==> src/rtl/max7219_spi_tx_if.sv <==
// rtl/max7219_spi_tx_if.sv - request/status and pin bundle between sequencer, serializer and MAX7219
interface max7219_spi_tx_if;
    logic       str;
    logic [7:0] IRreg;
    logic [7:0] data;
    logic       busy;
    logic       done;
    logic       CS;
    logic       CLK;
    logic       Din;

    modport master (
        output str, IRreg, data,
        input  busy, done, CS, CLK, Din
    );

    modport slave (
        input  str, IRreg, data,
        output busy, done, CS, CLK, Din
    );
endinterface

==> src/rtl/max7219_spi_tx.sv <==
// rtl/max7219_spi_tx.sv - 16-bit MAX7219 frame serializer (address then data, MSB first)
module max7219_spi_tx #(
    parameter int SYS_FREQ_KHZ = 50000,
    parameter int SPI_FREQ_KHZ = 12
) (
    input  logic                    sys_clk,
    input  logic                    rst,
    max7219_spi_tx_if.slave         bus
);
    localparam int H_RAW = SYS_FREQ_KHZ / (2 * SPI_FREQ_KHZ);
    localparam int H     = (H_RAW < 1) ? 1 : H_RAW;
    localparam int DW    = (H > 1) ? $clog2(H) : 1;
    localparam logic [DW-1:0] DIV_LAST = DW'(H - 1);

    typedef enum logic [2:0] {
        IDLE  = 3'd0,
        LEAD  = 3'd1,
        CLKH  = 3'd2,
        CLKL  = 3'd3,
        LATCH = 3'd4,
        GAP   = 3'd5
    } state_t;

    state_t      state_q;
    logic [DW-1:0] div_q;
    logic [DW-1:0] div_d;
    logic        div_last;
    logic [3:0]  bitcnt_q;
    logic [15:0] sh_q;
    logic        cs_q;
    logic        clk_q;
    logic        din_q;
    logic        busy_q;
    logic        done_q;

    // Every non-IDLE state lasts exactly H sys_clk cycles.
    assign div_last = (div_q == DIV_LAST);
    assign div_d    = div_last ? '0 : div_q + DW'(1);

    always_ff @(posedge sys_clk) begin
        if (rst) begin
            state_q  <= IDLE;
            div_q    <= '0;
            bitcnt_q <= 4'd0;
            sh_q     <= 16'd0;
            cs_q     <= 1'b1;
            clk_q    <= 1'b0;
            din_q    <= 1'b0;
            busy_q   <= 1'b0;
            done_q   <= 1'b0;
        end else begin
            done_q <= 1'b0;
            case (state_q)
                IDLE: begin
                    div_q <= '0;
                    if (bus.str) begin
                        sh_q     <= {bus.IRreg, bus.data};
                        bitcnt_q <= 4'd15;
                        cs_q     <= 1'b0;
                        din_q    <= bus.IRreg[7];
                        busy_q   <= 1'b1;
                        state_q  <= LEAD;
                    end
                end
                LEAD: begin
                    div_q <= div_d;
                    if (div_last) begin
                        clk_q   <= 1'b1;
                        state_q <= CLKH;
                    end
                end
                CLKH: begin
                    div_q <= div_d;
                    if (div_last) begin
                        clk_q <= 1'b0;
                        if (bitcnt_q == 4'd0) begin
                            state_q <= LATCH;
                        end else begin
                            // Next bit goes out together with the falling CLK edge.
                            bitcnt_q <= bitcnt_q - 4'd1;
                            din_q    <= sh_q[bitcnt_q - 4'd1];
                            state_q  <= CLKL;
                        end
                    end
                end
                CLKL: begin
                    div_q <= div_d;
                    if (div_last) begin
                        clk_q   <= 1'b1;
                        state_q <= CLKH;
                    end
                end
                LATCH: begin
                    div_q <= div_d;
                    if (div_last) begin
                        cs_q    <= 1'b1;
                        state_q <= GAP;
                    end
                end
                GAP: begin
                    div_q <= div_d;
                    if (div_last) begin
                        busy_q  <= 1'b0;
                        done_q  <= 1'b1;
                        din_q   <= 1'b0;
                        state_q <= IDLE;
                    end
                end
                default: begin
                    state_q  <= IDLE;
                    div_q    <= '0;
                    bitcnt_q <= 4'd0;
                    cs_q     <= 1'b1;
                    clk_q    <= 1'b0;
                    din_q    <= 1'b0;
                    busy_q   <= 1'b0;
                end
            endcase
        end
    end

    assign bus.CS   = cs_q;
    assign bus.CLK  = clk_q;
    assign bus.Din  = din_q;
    assign bus.busy = busy_q;
    assign bus.done = done_q;
endmodule

==> src/flat_wrapper.sv <==
// flat-port wrapper written by rule: the top's interface ports become plain ports
module max7219_spi_tx_flat 
#(
    parameter int SYS_FREQ_KHZ = 50000,
    parameter int SPI_FREQ_KHZ = 12
)
  (sys_clk, rst, bus_str, bus_IRreg, bus_data, bus_busy, bus_done, bus_CS, bus_CLK, bus_Din);
  max7219_spi_tx_if bus_i ();
  input  logic sys_clk;
  input  logic rst;
  input wire logic [$bits(bus_i.str)-1:0] bus_str;
  input wire logic [$bits(bus_i.IRreg)-1:0] bus_IRreg;
  input wire logic [$bits(bus_i.data)-1:0] bus_data;
  output wire logic [$bits(bus_i.busy)-1:0] bus_busy;
  output wire logic [$bits(bus_i.done)-1:0] bus_done;
  output wire logic [$bits(bus_i.CS)-1:0] bus_CS;
  output wire logic [$bits(bus_i.CLK)-1:0] bus_CLK;
  output wire logic [$bits(bus_i.Din)-1:0] bus_Din;
  assign bus_i.str = bus_str;
  assign bus_i.IRreg = bus_IRreg;
  assign bus_i.data = bus_data;
  assign bus_busy = bus_i.busy;
  assign bus_done = bus_i.done;
  assign bus_CS = bus_i.CS;
  assign bus_CLK = bus_i.CLK;
  assign bus_Din = bus_i.Din;
  max7219_spi_tx #(.SYS_FREQ_KHZ(SYS_FREQ_KHZ), .SPI_FREQ_KHZ(SPI_FREQ_KHZ)) u_core (.sys_clk(sys_clk), .rst(rst), .bus(bus_i));
endmodule
==> config.mk <==
export PLATFORM = sky130hd
export DESIGN_NAME = max7219_spi_tx_flat
export DESIGN_NICKNAME = d
export VERILOG_FILES = /design/src/rtl/max7219_spi_tx_if.sv /design/src/rtl/max7219_spi_tx.sv /design/src/flat_wrapper.sv
export SDC_FILE = /design/constraint.sdc
export NUM_CORES = 1
export LEC_CHECK = 0
export ABC_AREA = 0
export BUFFER_PORTS_ARGS = -buffer_cell sky130_fd_sc_hd__buf_2
export CAP_MARGIN = 20
export CORE_MARGIN = 5
export CORE_UTILIZATION = 59
export CTS_BUF_LIST = sky130_fd_sc_hd__clkbuf_4
export CTS_CLUSTER_DIAMETER = 40
export DETAILED_ROUTE_END_ITERATION = 10
export GPL_ROUTABILITY_DRIVEN = 0
export HOLD_SLACK_MARGIN = 0.06
export PLACE_DENSITY = 0.81
export RECOVER_POWER = 25
export SYNTH_ARGS = -nofsm -noshare
export SYNTH_HDL_FRONTEND = slang
export SYNTH_SLANG_ARGS = --single-unit
==> constraint.sdc <==
create_clock -name sys_clk -period 2.6 [get_ports sys_clk]
set_input_delay 0.65 -clock sys_clk [delete_from_list [all_inputs] [get_ports sys_clk]]
set_output_delay 0.65 -clock sys_clk [all_outputs]
set_load 0.01 [all_outputs]
== Yosys cells after proc, flatten, opt, wreduce, memory -nomap -nowiden ==
Index checks and enable logic that the tools add are counted.

* Bits in registers: 40
* Input bits: 19
* Output and inout bits: 5
* Word-level logic and storage cells: 74

* Add/sub/neg operators: 2
* $lt $le $gt $ge: 1
* Equality and inequality tests: 12
* Muxes and demuxes: 25
* Bitwise logic cells: 7
* Reductions and logical operators: 18

{| class="wikitable"
|+ Operators with widths
! cell !! number
|-
| $mux W3 || 6
|-
| $pmux W3 S5 || 1
|-
| $add A12 B1 Y12 const B || 1
|-
| $eq A12 B12 Y1 const B || 1
|-
| $mux W4 || 3
|-
| $pmux W4 S3 || 1
|-
| $reduce_or A4 Y1 || 3
|-
| $reduce_and A5 Y1 || 2
|-
| $mux W1 || 9
|-
| $pmux W1 S3 || 3
|-
| $reduce_and A3 Y1 || 3
|-
| $reduce_or A3 Y1 || 3
|-
| $ne A2 B1 Y1 const B || 4
|-
| $not A1 Y1 || 7
|-
| $eq A3 B2 Y1 const B || 2
|-
| $eq A3 B3 Y1 const B || 2
|-
| $lt A4 B5 Y1 const B || 1
|-
| $reduce_or A5 Y1 || 1
|-
| $bmux W1 S4 || 1
|-
| $logic_not A4 Y1 || 1
|-
| $ne A2 B2 Y1 const B || 2
|-
| $pmux W1 S4 || 1
|-
| $reduce_and A4 Y1 || 1
|-
| $reduce_or A2 Y1 || 2
|-
| other kinds (4) || 4
|}

== Longest topological paths before layout ==
Gate-level depths: netlist of run 1.

* Depth after elaboration: 6
* Gate-level depth with buffers: 8
* Depth with buffers taken out: 7

== Least setup slack after synthesis of run 1 ==
Ideal clock, no wire load.

* Path kind: reg2reg
* Start: reg u_core.bitcnt_q[0]
* End: reg u_core.din_q, in the netlist u_core.bus.Din
* Setup time: 0.088 ns
* Data arrival time: 1.733 ns
* Required time: 2.512 ns
* Path slack: 0.779 ns
* Cell stages (with the launch flop): 9
* Buffers on the path: 1
* Clock period less this slack: 1.821 ns
* Path through: dfxtp_1 buf_2 inv_1 ha_1 or3b_2 nand2_1 o31ai_2 o32a_1 a311oi_2

* Word-level cells in the longest chain between the ends: 6
* Elaborated cells between the ends (all ways): 9
* Those cells by class: add/sub (1); eq/ne (1); mux (5); reduce/logical (2)

{| class="wikitable"
|+ RTL lines
! what !! RTL line !! RTL
|-
| start, declared || max7219_spi_tx.sv:28 || <nowiki>logic [3:0] bitcnt_q;</nowiki>
|-
| start signal, assigned || max7219_spi_tx.sv:80 || <nowiki>bitcnt_q <= bitcnt_q - 4'd1;</nowiki>
|-
| $sub A4 B1 Y4 || max7219_spi_tx.sv:81 || <nowiki>din_q <= sh_q[bitcnt_q - 4'd1];</nowiki>
|-
| $bmux W1 S4 || max7219_spi_tx.sv:81 ||
|-
| $mux W1 (implied by the code) || max7219_spi_tx.sv:81 ||
|-
| $mux W1 || max7219_spi_tx.sv:76 || <nowiki>if (bitcnt_q == 4'd0) begin</nowiki>
|-
| $mux W1 || max7219_spi_tx.sv:74 || <nowiki>if (div_last) begin</nowiki>
|-
| $pmux W1 S4 || max7219_spi_tx.sv:53 || <nowiki>case (state_q)</nowiki>
|-
| end signal, assigned || max7219_spi_tx.sv:60 || <nowiki>din_q <= bus.IRreg[7];</nowiki>
|-
| end signal, assigned || max7219_spi_tx.sv:81 ||
|-
| end, declared || max7219_spi_tx.sv:32 || <nowiki>logic din_q;</nowiki>
|}

Several ways; a longest one is shown, not always the timed one. The select of a mux whose other input is x is not followed.
A chain may end at the register's enable or synchronous reset.

== Final worst setup path of run 1 ==
* Start: reg u_core.state_q[0]
* End: reg u_core.sh_q[10]

* Word-level cells in the longest chain between the ends: 2

{| class="wikitable"
|+ RTL lines
! what !! RTL line !! RTL
|-
| start, declared || max7219_spi_tx.sv:24 || <nowiki>state_t state_q;</nowiki>
|-
| start signal, assigned || max7219_spi_tx.sv:42 || <nowiki>state_q <= IDLE;</nowiki>
|-
| start signal, assigned || max7219_spi_tx.sv:62 || <nowiki>state_q <= LEAD;</nowiki>
|-
| start signal, assigned || max7219_spi_tx.sv:69 || <nowiki>state_q <= CLKH;</nowiki>
|-
| $logic_not A3 Y1 || max7219_spi_tx.sv:53 ||
|-
| $reduce_and A2 Y1 (no line) || - ||
|-
| end signal, assigned || max7219_spi_tx.sv:57 || <nowiki>sh_q <= {bus.IRreg, bus.data};</nowiki>
|-
| end, declared || max7219_spi_tx.sv:29 || <nowiki>logic [15:0] sh_q;</nowiki>
|}

Every way passes these cells.

==> flow_metrics.tcl, run 1 <==
set metrics [dict create \
    status "complete, no violations" \
    grt.overflow.total 0 \
    timing.critical_path.from_type "register" \
    chipWidth_microns 66.59 \
    synthesis.yosys.warnings 0 \
    r2r-start "u_core.state_q[0]" \
    ir_drop_v 0.0003673 \
    critical_path_class "register to register" \
    regToRegSetupSlack_ns 0.54 \
    synth_flop_cell "sky130_fd_sc_hd__dfxtp_1" \
    synth-xor-area-share_pct 5.563 \
    crit_arrival_ns 2.34 \
    async_reset_ff_share_pct 0 \
    met2RoutedLength_microns 1628 \
    post-cts-setup-buffers 0 \
    place_inst 275 \
    postSynthNetCount 239 \
    worstPathBufferInverterCount 0 \
    design.core.area_sq_um 3053 \
    crit_chain "or2_2, nor2_1, nand2_1, a21oi_1" \
    grt_pass1_vias 1433 \
    clock-skew-final_ns 0.01051 \
    tritoncts "yes" \
    cap_violations 0 \
    highest-signal-layer "met4" \
    detailedRoute.firstIterationViolations 101 \
    yosysUniqueCellTypes 39 \
    detail-route-antenna-nets 0 \
    slew_headroom_pct 26.72 \
    timing.hold.worst.start "u_core.sh_q[4]" \
    wl_per_cell_microns 12.90 \
    syn2layout_area_growth_pct 9.934 \
    nNetsFinal 261 \
    post_route_clock_period_utilization_pct 79.13 \
    number_of_antenna_cells_inserted 0 \
    placement_rows 20 \
    route.vias.total 1527 \
    hp-class "register to register" \
    die_h_microns 66.59 \
    max_clock_freq_ghz 0.4861 \
    top_level_ports 24 \
    length_of_routed_wiring_on_met1_microns 1795 \
    timing.critical_path.slowest_stage_cell "sky130_fd_sc_hd__nor2_1" \
    post_synth_fa_ha_maj_area_fraction_pct 2.649 \
    cts_stage_hold_buffer_count 0 \
    setup.worst_path.end_class "register" \
    post_layout_nonfiller_instances 283 \
    critical_path_required_time_ns 2.88 \
    die-area_sq_um 4434 \
    drcViolationCount 0 \
    synth.ff_latch_count 40 \
    p_leak_nw 0.7756 \
    wl_met3_microns 181 \
    post-dp-hpwl_microns 2589 \
    final_layout_size_suffix_gt1_share_pct 17.57 \
    crit_fanout 17 \
    cts.repair.resized 0 \
    average_cell_area_after_synthesis_sq_um 8.747 \
    whs_endpoint "u_core.sh_q[4]" \
    worst_r2r_endpoint "u_core.sh_q[10]" \
    drt_wl_total_microns 3652 \
    ctsLongestPathBuffers 2 \
    final_layout_worst_hold_slack_ns 0.4661 \
    cts_num_sinks 40 \
    detail_route.first_pass.iterations 4 \
    fin_setup_tns_ns 0 \
    portBuffers 23 \
    final_hold_vios 0 \
    synth-seq-area-share_pct 42.38 \
    grt_setup_unrepaired "no" \
    clock_tree.htree_level_count 2 \
    max_slew.worst_pin.slew_ns 1.095 \
    tritoncts.num_buffers 5 \
    place_area_sq_um 2034 \
    slew_violations 0 \
    grt_antenna_before_repair 0 \
    crit_path_max_incr_delay_ns 0.85 \
    first_pass_grt_wire_length_microns 6423 \
    synth-compound-area-share_pct 14.11 \
    synth_mux_area_share_pct 7.483 \
    crit_family "simple AND/OR/NAND/NOR gates" \
    report.final.setup_viol 0 \
    global_route.usage.total_pct 19.12 \
    post_synth_and_or_nand_nor_area_fraction_pct 24.30 \
    synthesis.area_sq_um 1889 \
    via_per_inst 5.396 \
    clk_root_buffer_cell "sky130_fd_sc_hd__clkbuf_4" \
    final_area_sq_um 2077 \
    grt_max_degree 29 \
    initial_utilization_pct 61.89 \
    fillers 273 \
    worst_skew_pair.late_latency_ns 0.35 \
    whs_path_depth 2 \
    syn-instance-count 216 \
    r2r.worst_path.cells 4 \
    edff_count_synth 0 \
    post_cts_clock_slew_at_the_launch_and_capture_registers_of_the_worst_setup_and_hold_paths_ns 0.11 \
    total_power_mw 1.098 \
    combinational_family_with_the_most_area_after_synthesis "simple AND/OR/NAND/NOR gates" \
    finalCriticalPeriod_ns 2.057 \
    power_density_nw_per_um2 528.6 \
]
-- synth_stat cells, types with 2 or more instances --
| library cell | instances | area share, % |
|---|---|---|
| sky130_fd_sc_hd__buf_2 | 5 | 1.3 |
| sky130_fd_sc_hd__clkbuf_1 | 6 | 1.2 |
| sky130_fd_sc_hd__xnor2_1 | 7 | 3.2 |
| sky130_fd_sc_hd__o211ai_1 | 2 | 0.79 |
| sky130_fd_sc_hd__mux4_2 | 4 | 4.8 |
| sky130_fd_sc_hd__a31oi_1 | 2 | 0.66 |
| sky130_fd_sc_hd__dfxtp_1 | 40 | 42 |
| sky130_fd_sc_hd__nor3_1 | 4 | 1.1 |
| sky130_fd_sc_hd__inv_1 | 4 | 0.79 |
| sky130_fd_sc_hd__nor2_1 | 22 | 4.4 |
| sky130_fd_sc_hd__nand3_1 | 10 | 2.6 |
| sky130_fd_sc_hd__mux2i_1 | 4 | 2.1 |
| sky130_fd_sc_hd__nand2_1 | 42 | 8.3 |
| sky130_fd_sc_hd__and3_1 | 3 | 0.99 |
| sky130_fd_sc_hd__ha_1 | 4 | 2.6 |
| sky130_fd_sc_hd__xor2_1 | 5 | 2.3 |
| sky130_fd_sc_hd__a21oi_1 | 25 | 6.6 |
| sky130_fd_sc_hd__nand4_1 | 2 | 0.66 |
| sky130_fd_sc_hd__o21ai_0 | 5 | 1.3 |
-- report_power, final --
group / leakage [nW] / total [mW] / internal (mW) / switching (mW)
combinational: 0.416 / 0.141 / 0.0668 / 0.0744
clock: 0.0324 / 0.294 / 0.0992 / 0.195
sequential: 0.327 / 0.663 / 0.640 / 0.0230
-- per-stage QoR --
| step | worst slack, ns | utilization, % |
|---|---|---|
| 2_1_floorplan | 0.7793 | - |
| 3_3_place_gp | 0.6851 | 66.64 |
| 3_5_place_dp | 0.6278 | 66.64 |
| 4_1_cts | 0.5998 | 68.32 |
| 5_1_grt | 0.3341 | 68.03 |
| 6_report | 0.5427 | 68.03 |
-- how the worst max path moves through the flow --
stage                        from               to  cells after the start
2_1_floorplan  u_core.bitcnt_q[0]   u_core.bus.Din                      8
3_3_place_gp   u_core.bitcnt_q[0]   u_core.bus.Din                      6
3_5_place_dp   u_core.bitcnt_q[0]   u_core.bus.Din                      6
4_1_cts        u_core.bitcnt_q[0]   u_core.bus.Din                      6
5_1_grt         u_core.state_q[1]   u_core.sh_q[5]                      6
6_report        u_core.state_q[0]  u_core.sh_q[10]                      4
-- cells in the final DEF, fill, tap and decap left out, drive strengths merged --
master	n
nand2	42
dfxtp	40
a21oi	25
nor2	23
buf	21
nand3	11
clkbuf	10
xnor2	7
o21ai	5
xor2	5
inv	4
nor3	4
mux4	4
mux2i	4
ha	4
clkinv	4
and3	3
nand4	2
o211ai	2
a31oi	2
nor4	2
or2	1
or3b	1
and4bb	1
nor3b	1
a211oi	1
and4b	1
a21o	1
o31ai	1
o32a	1
mux2	1
a311oi	1
o311ai	1
or3	1
o31a	1
nor4bb	1
-- routing by layer --
| layer | GRT usage [%] | vias to the layer above |
|---|---|---|
| met3 | 5.734 | 7 |
| met2 | 29.70 | 31 |
| met5 | 0 | - |
| met4 | 6.599 | 0 |
| li1 | - | 789 |
| met1 | 25.11 | 700 |
-- state kept, by name (all words and copies together), names as in the netlist --
register	cells
u_core.bus.CLK	1
u_core.state_q	3
u_core.bitcnt_q	4
u_core.div_q	12
u_core.bus.Din	1
u_core.bus.CS	1
u_core.sh_q	16
u_core.bus.done	1
u_core.bus.busy	1
-- worst reg2reg max path: stages, from the launching register on --
cell and delay [ns]:
sky130_fd_sc_hd__dfxtp_1 0.45, sky130_fd_sc_hd__or2_2 0.39, sky130_fd_sc_hd__nor2_1 0.85, sky130_fd_sc_hd__nand2_1 0.15
sky130_fd_sc_hd__a21oi_1 0.15
-- logic make-up (layout without fill, tap and decap cells) --
group                      after synthesis  after routing
buffers and inverters                   16             39
adders and majority gates                4              4
xor gates and xnor gates                12             12
muxes                                    9              9
AOI/OAI and AO/OA                       41             41
and+or+nand+nor                         94             94
DFF                                     40             40
-- layout make-up --
class | count | area (sq um) | share of cell area [%]
clock buffer | 5 | 37.54 | 1.807
multi-input combinational | 160 | 1020 | 49.10
inverter | 5 | 18.77 | 0.9036
timing repair buffer | 26 | 131.4 | 6.325
sequential | 40 | 800.8 | 38.55
clock inverter | 3 | 13.76 | 0.6627
tap | 44 | 55.05 | 2.651
Power figures use the tool's default switching activity.
==> run 2, diff against run 1 <==
--- a/config.mk
+++ b/config.mk
@@ -5,17 +5,17 @@
 export SDC_FILE = /design/constraint.sdc
 export NUM_CORES = 1
 export LEC_CHECK = 0
-export ABC_AREA = 0
+export ABC_AREA = 1
 export BUFFER_PORTS_ARGS = -buffer_cell sky130_fd_sc_hd__buf_2
 export CAP_MARGIN = 20
 export CORE_MARGIN = 5
-export CORE_UTILIZATION = 59
+export CORE_UTILIZATION = 54
 export CTS_BUF_LIST = sky130_fd_sc_hd__clkbuf_4
 export CTS_CLUSTER_DIAMETER = 40
 export DETAILED_ROUTE_END_ITERATION = 10
 export GPL_ROUTABILITY_DRIVEN = 0
 export HOLD_SLACK_MARGIN = 0.06
-export PLACE_DENSITY = 0.81
+export PLACE_DENSITY = 0.78
 export RECOVER_POWER = 25
 export SYNTH_ARGS = -nofsm -noshare
 export SYNTH_HDL_FRONTEND = slang
==> constraint.sdc (replaced) <==
create_clock -name sys_clk -period 1.7 [get_ports sys_clk]
set_input_delay 0.425 -clock sys_clk [delete_from_list [all_inputs] [get_ports sys_clk]]
set_output_delay 0.425 -clock sys_clk [all_outputs]
set_load 0.01 [all_outputs]
==> run 2 against run 1 <==
Against the previous run: hold slack worse by 0.14 ns; combinational power grew to 13 times the previous value; largest power group is now combinational logic; synthesized cell count up 40%.
==> flow_metrics.tcl, run 2 <==
set metrics [dict create \
    fin_setup_tns_ns 0 \
    hp-class "input pin to register" \
    postSynthNetCount 325 \
    critical_path_required_time_ns 1.95 \
    synth_largest_area_cell "sky130_fd_sc_hd__dfxtp_1" \
    die-area_sq_um 5237 \
    wl_per_cell_microns 11.79 \
    nNetsFinal 352 \
    netlist_top_cells_area "sky130_fd_sc_hd__dfxtp_1, sky130_fd_sc_hd__nand2_1, sky130_fd_sc_hd__nand3_1" \
    slew_violations 0 \
    drt_wl_total_microns 4455 \
    final_layout_size_suffix_gt1_share_pct 18.79 \
    post-cts-setup-buffers 0 \
    edff_count_synth 0 \
    top_level_ports 24 \
    post-dp-hpwl_microns 3370 \
    placement_rows 22 \
    crit_chain "nor2_1, nand2_4, inv_2, nand2_4, nand2_1, a21oi_1" \
    grt_setup_unrepaired "no" \
    largest_register "u_core.sh_q" \
    post_cts_clock_slew_at_the_launch_and_capture_registers_of_the_worst_setup_and_hold_paths_ns 0.12 \
    timing.critical_path.from_type "register" \
    critical_path_class "register to register" \
    route.vias.total 1941 \
    fillers 353 \
    async_reset_ff_share_pct 0 \
    slew_headroom_pct 77.33 \
    post_route_clock_period_utilization_pct 92.84 \
    tritoncts "yes" \
    grt_pass1_vias 1726 \
    most_used_standard_cell_by_instance_count_after_synthesis "sky130_fd_sc_hd__nand2_1" \
    synthesis.area_sq_um 2101 \
    final_hold_vios 0 \
    first_pass_grt_wire_length_microns 7569 \
    largest_register_ffs 16 \
    clk_root_buffer_cell "sky130_fd_sc_hd__clkbuf_4" \
    grt.overflow.total 0 \
    status "complete, no violations" \
    yosys.area.top_type_share_pct 38.12 \
    crit_path_max_incr_delay_ns 0.39 \
    synthesis.yosys.warnings 0 \
    drcViolationCount 0 \
    yosysUniqueCellTypes 35 \
    detailedRoute.firstIterationViolations 158 \
    crit_fanout 19 \
    number_of_antenna_cells_inserted 0 \
    tritoncts.num_buffers 5 \
    average_cell_area_after_synthesis_sq_um 6.956 \
    final_common_cell "sky130_fd_sc_hd__nand2_1" \
    cpMostUsedCell "sky130_fd_sc_hd__nand2_4" \
    p_leak_nw 0.9841 \
    clock_tree.htree_level_count 2 \
    setup.worst_path.end_class "register" \
    design.core.area_sq_um 3716 \
    grt_max_degree 20 \
    power_density_nw_per_um2 1614 \
    synth.cells.most_frequent "sky130_fd_sc_hd__nand2_1, sky130_fd_sc_hd__dfxtp_1, sky130_fd_sc_hd__nand3_1, sky130_fd_sc_hd__nor2_1, sky130_fd_sc_hd__a21oi_1" \
    syn2layout_area_growth_pct 11.26 \
    grt_antenna_before_repair 0 \
    finalCriticalPeriod_ns 1.578 \
    chipWidth_microns 72.37 \
    max_clock_freq_ghz 0.6336 \
    timing.critical_path.slowest_stage_cell "sky130_fd_sc_hd__dfxtp_1" \
    clock-skew-final_ns 0.006742 \
    synth_flop_cell "sky130_fd_sc_hd__dfxtp_1" \
    crit_arrival_ns 1.83 \
    die_h_microns 72.37 \
    worst_skew_pair.late_latency_ns 0.35 \
    portBuffers 23 \
    cts_num_sinks 40 \
    global_route.usage.total_pct 18.06 \
    ir_drop_v 0.0008325 \
    ctsLongestPathBuffers 2 \
    max_slew.worst_pin.slew_ns 0.3388 \
    cap_violations 0 \
    detail-route-antenna-nets 0 \
    syn-instance-count 302 \
    largest_registers "u_core.sh_q x16, u_core.div_q x12, u_core.bitcnt_q x4" \
    synth.ff_latch_count 40 \
    via_per_inst 5.135 \
    mostFrequentLayoutCells "sky130_fd_sc_hd__nand2_1, sky130_fd_sc_hd__dfxtp_1, sky130_fd_sc_hd__nand3_1, sky130_fd_sc_hd__nor2_1, sky130_fd_sc_hd__a21oi_1" \
    detail_route.first_pass.iterations 4 \
    initial_utilization_pct 56.53 \
    final_layout_worst_hold_slack_ns 0.3266 \
    synth-seq-area-share_pct 38.12 \
    report.final.setup_viol 0 \
]
run 2: final timing paths:
| path | depth (start not counted) | endpoint | slack [ns] | start |
|---|---|---|---|---|
| setup / recovery | 6 | u_core.sh_q[3] | 0.12 | u_core.state_q[2] |
| setup reg to reg | 6 | u_core.sh_q[3] | 0.12 | u_core.state_q[2] |
| hold / removal | 3 | u_core.sh_q[4] | 0.33 | bus_data[4] |
| hold reg to reg | 2 | u_core.sh_q[15] | 0.47 | u_core.sh_q[15] |
run 2: what timing repair did:
| item | 4_1_cts | 5_1_grt |
|---|---|---|
| resized for setup | 0 | 1 |
| endpoints found under the setup margin | 0 | 1 |
| hold buffers | 0 | 0 |
run 2: cell type report:
class,instances,area [sq um],area share (%)
inverter,32,123.9,5.300
multi-input combinational,221,1119,47.86
clock buffer,6,45.04,1.927
tap,48,60.06,2.570
sequential,40,800.8,34.26
timing repair buffer,29,153.9,6.585
clock inverter,2,35.03,1.499
run 2: through the flow:
stage	total power, mW	area, sq um	util (%)	std cells	setup WS [ns]
floorplan	2.815	2101	-	302	0.06039
global placement	3.134	2266	60.98	370	0.2510
finish	3.773	2337	62.90	378	0.1217
CTS	3.808	2346	63.13	378	0.1733
detailed placement	3.173	2266	60.98	370	0.1971
global route	4.131	2337	62.90	378	0.008794
run 2: logic make-up (layout without fill, tap and decap cells):
group                    count (synthesis)  in the layout  synth area share [%]
AO/OA/AOI/OAI                           42             42                 10.78
adder cells (fa/ha/maj)                  4              4                 2.382
AND/OR/NAND/NOR                        172            172                 38.83
buffers and inverters                   41             69                 8.636
flip-flops                              40             40                 38.12
XOR/XNOR                                 3              3                 1.251
run 2: per-layer routing:
metal  wire length (microns)  vias up  track usage, %
li1                        -     1040               -
met1                    2201      844           24.58
met2                    1962       51           27.40
met3                     232        6           5.263
met4                      57        0           5.943
met5                       0        -               0
run 2: worst max-delay path, delay by kind of cell, from the launching register on:
kind	cells	cell delay (ns)
AND/OR/NAND/NOR	4	0.74
AO/OA/AOI/OAI	1	0.06
buffers and inverters	1	0.29
flip-flops	1	0.39
run 2: power breakdown:
group,internal [mW],switching [mW],leakage [nW]
sequential,1.12,0.139,0.327
combinational,0.659,1.22,0.611
clock,0.324,0.310,0.0456
total,2.11,1.67,0.984
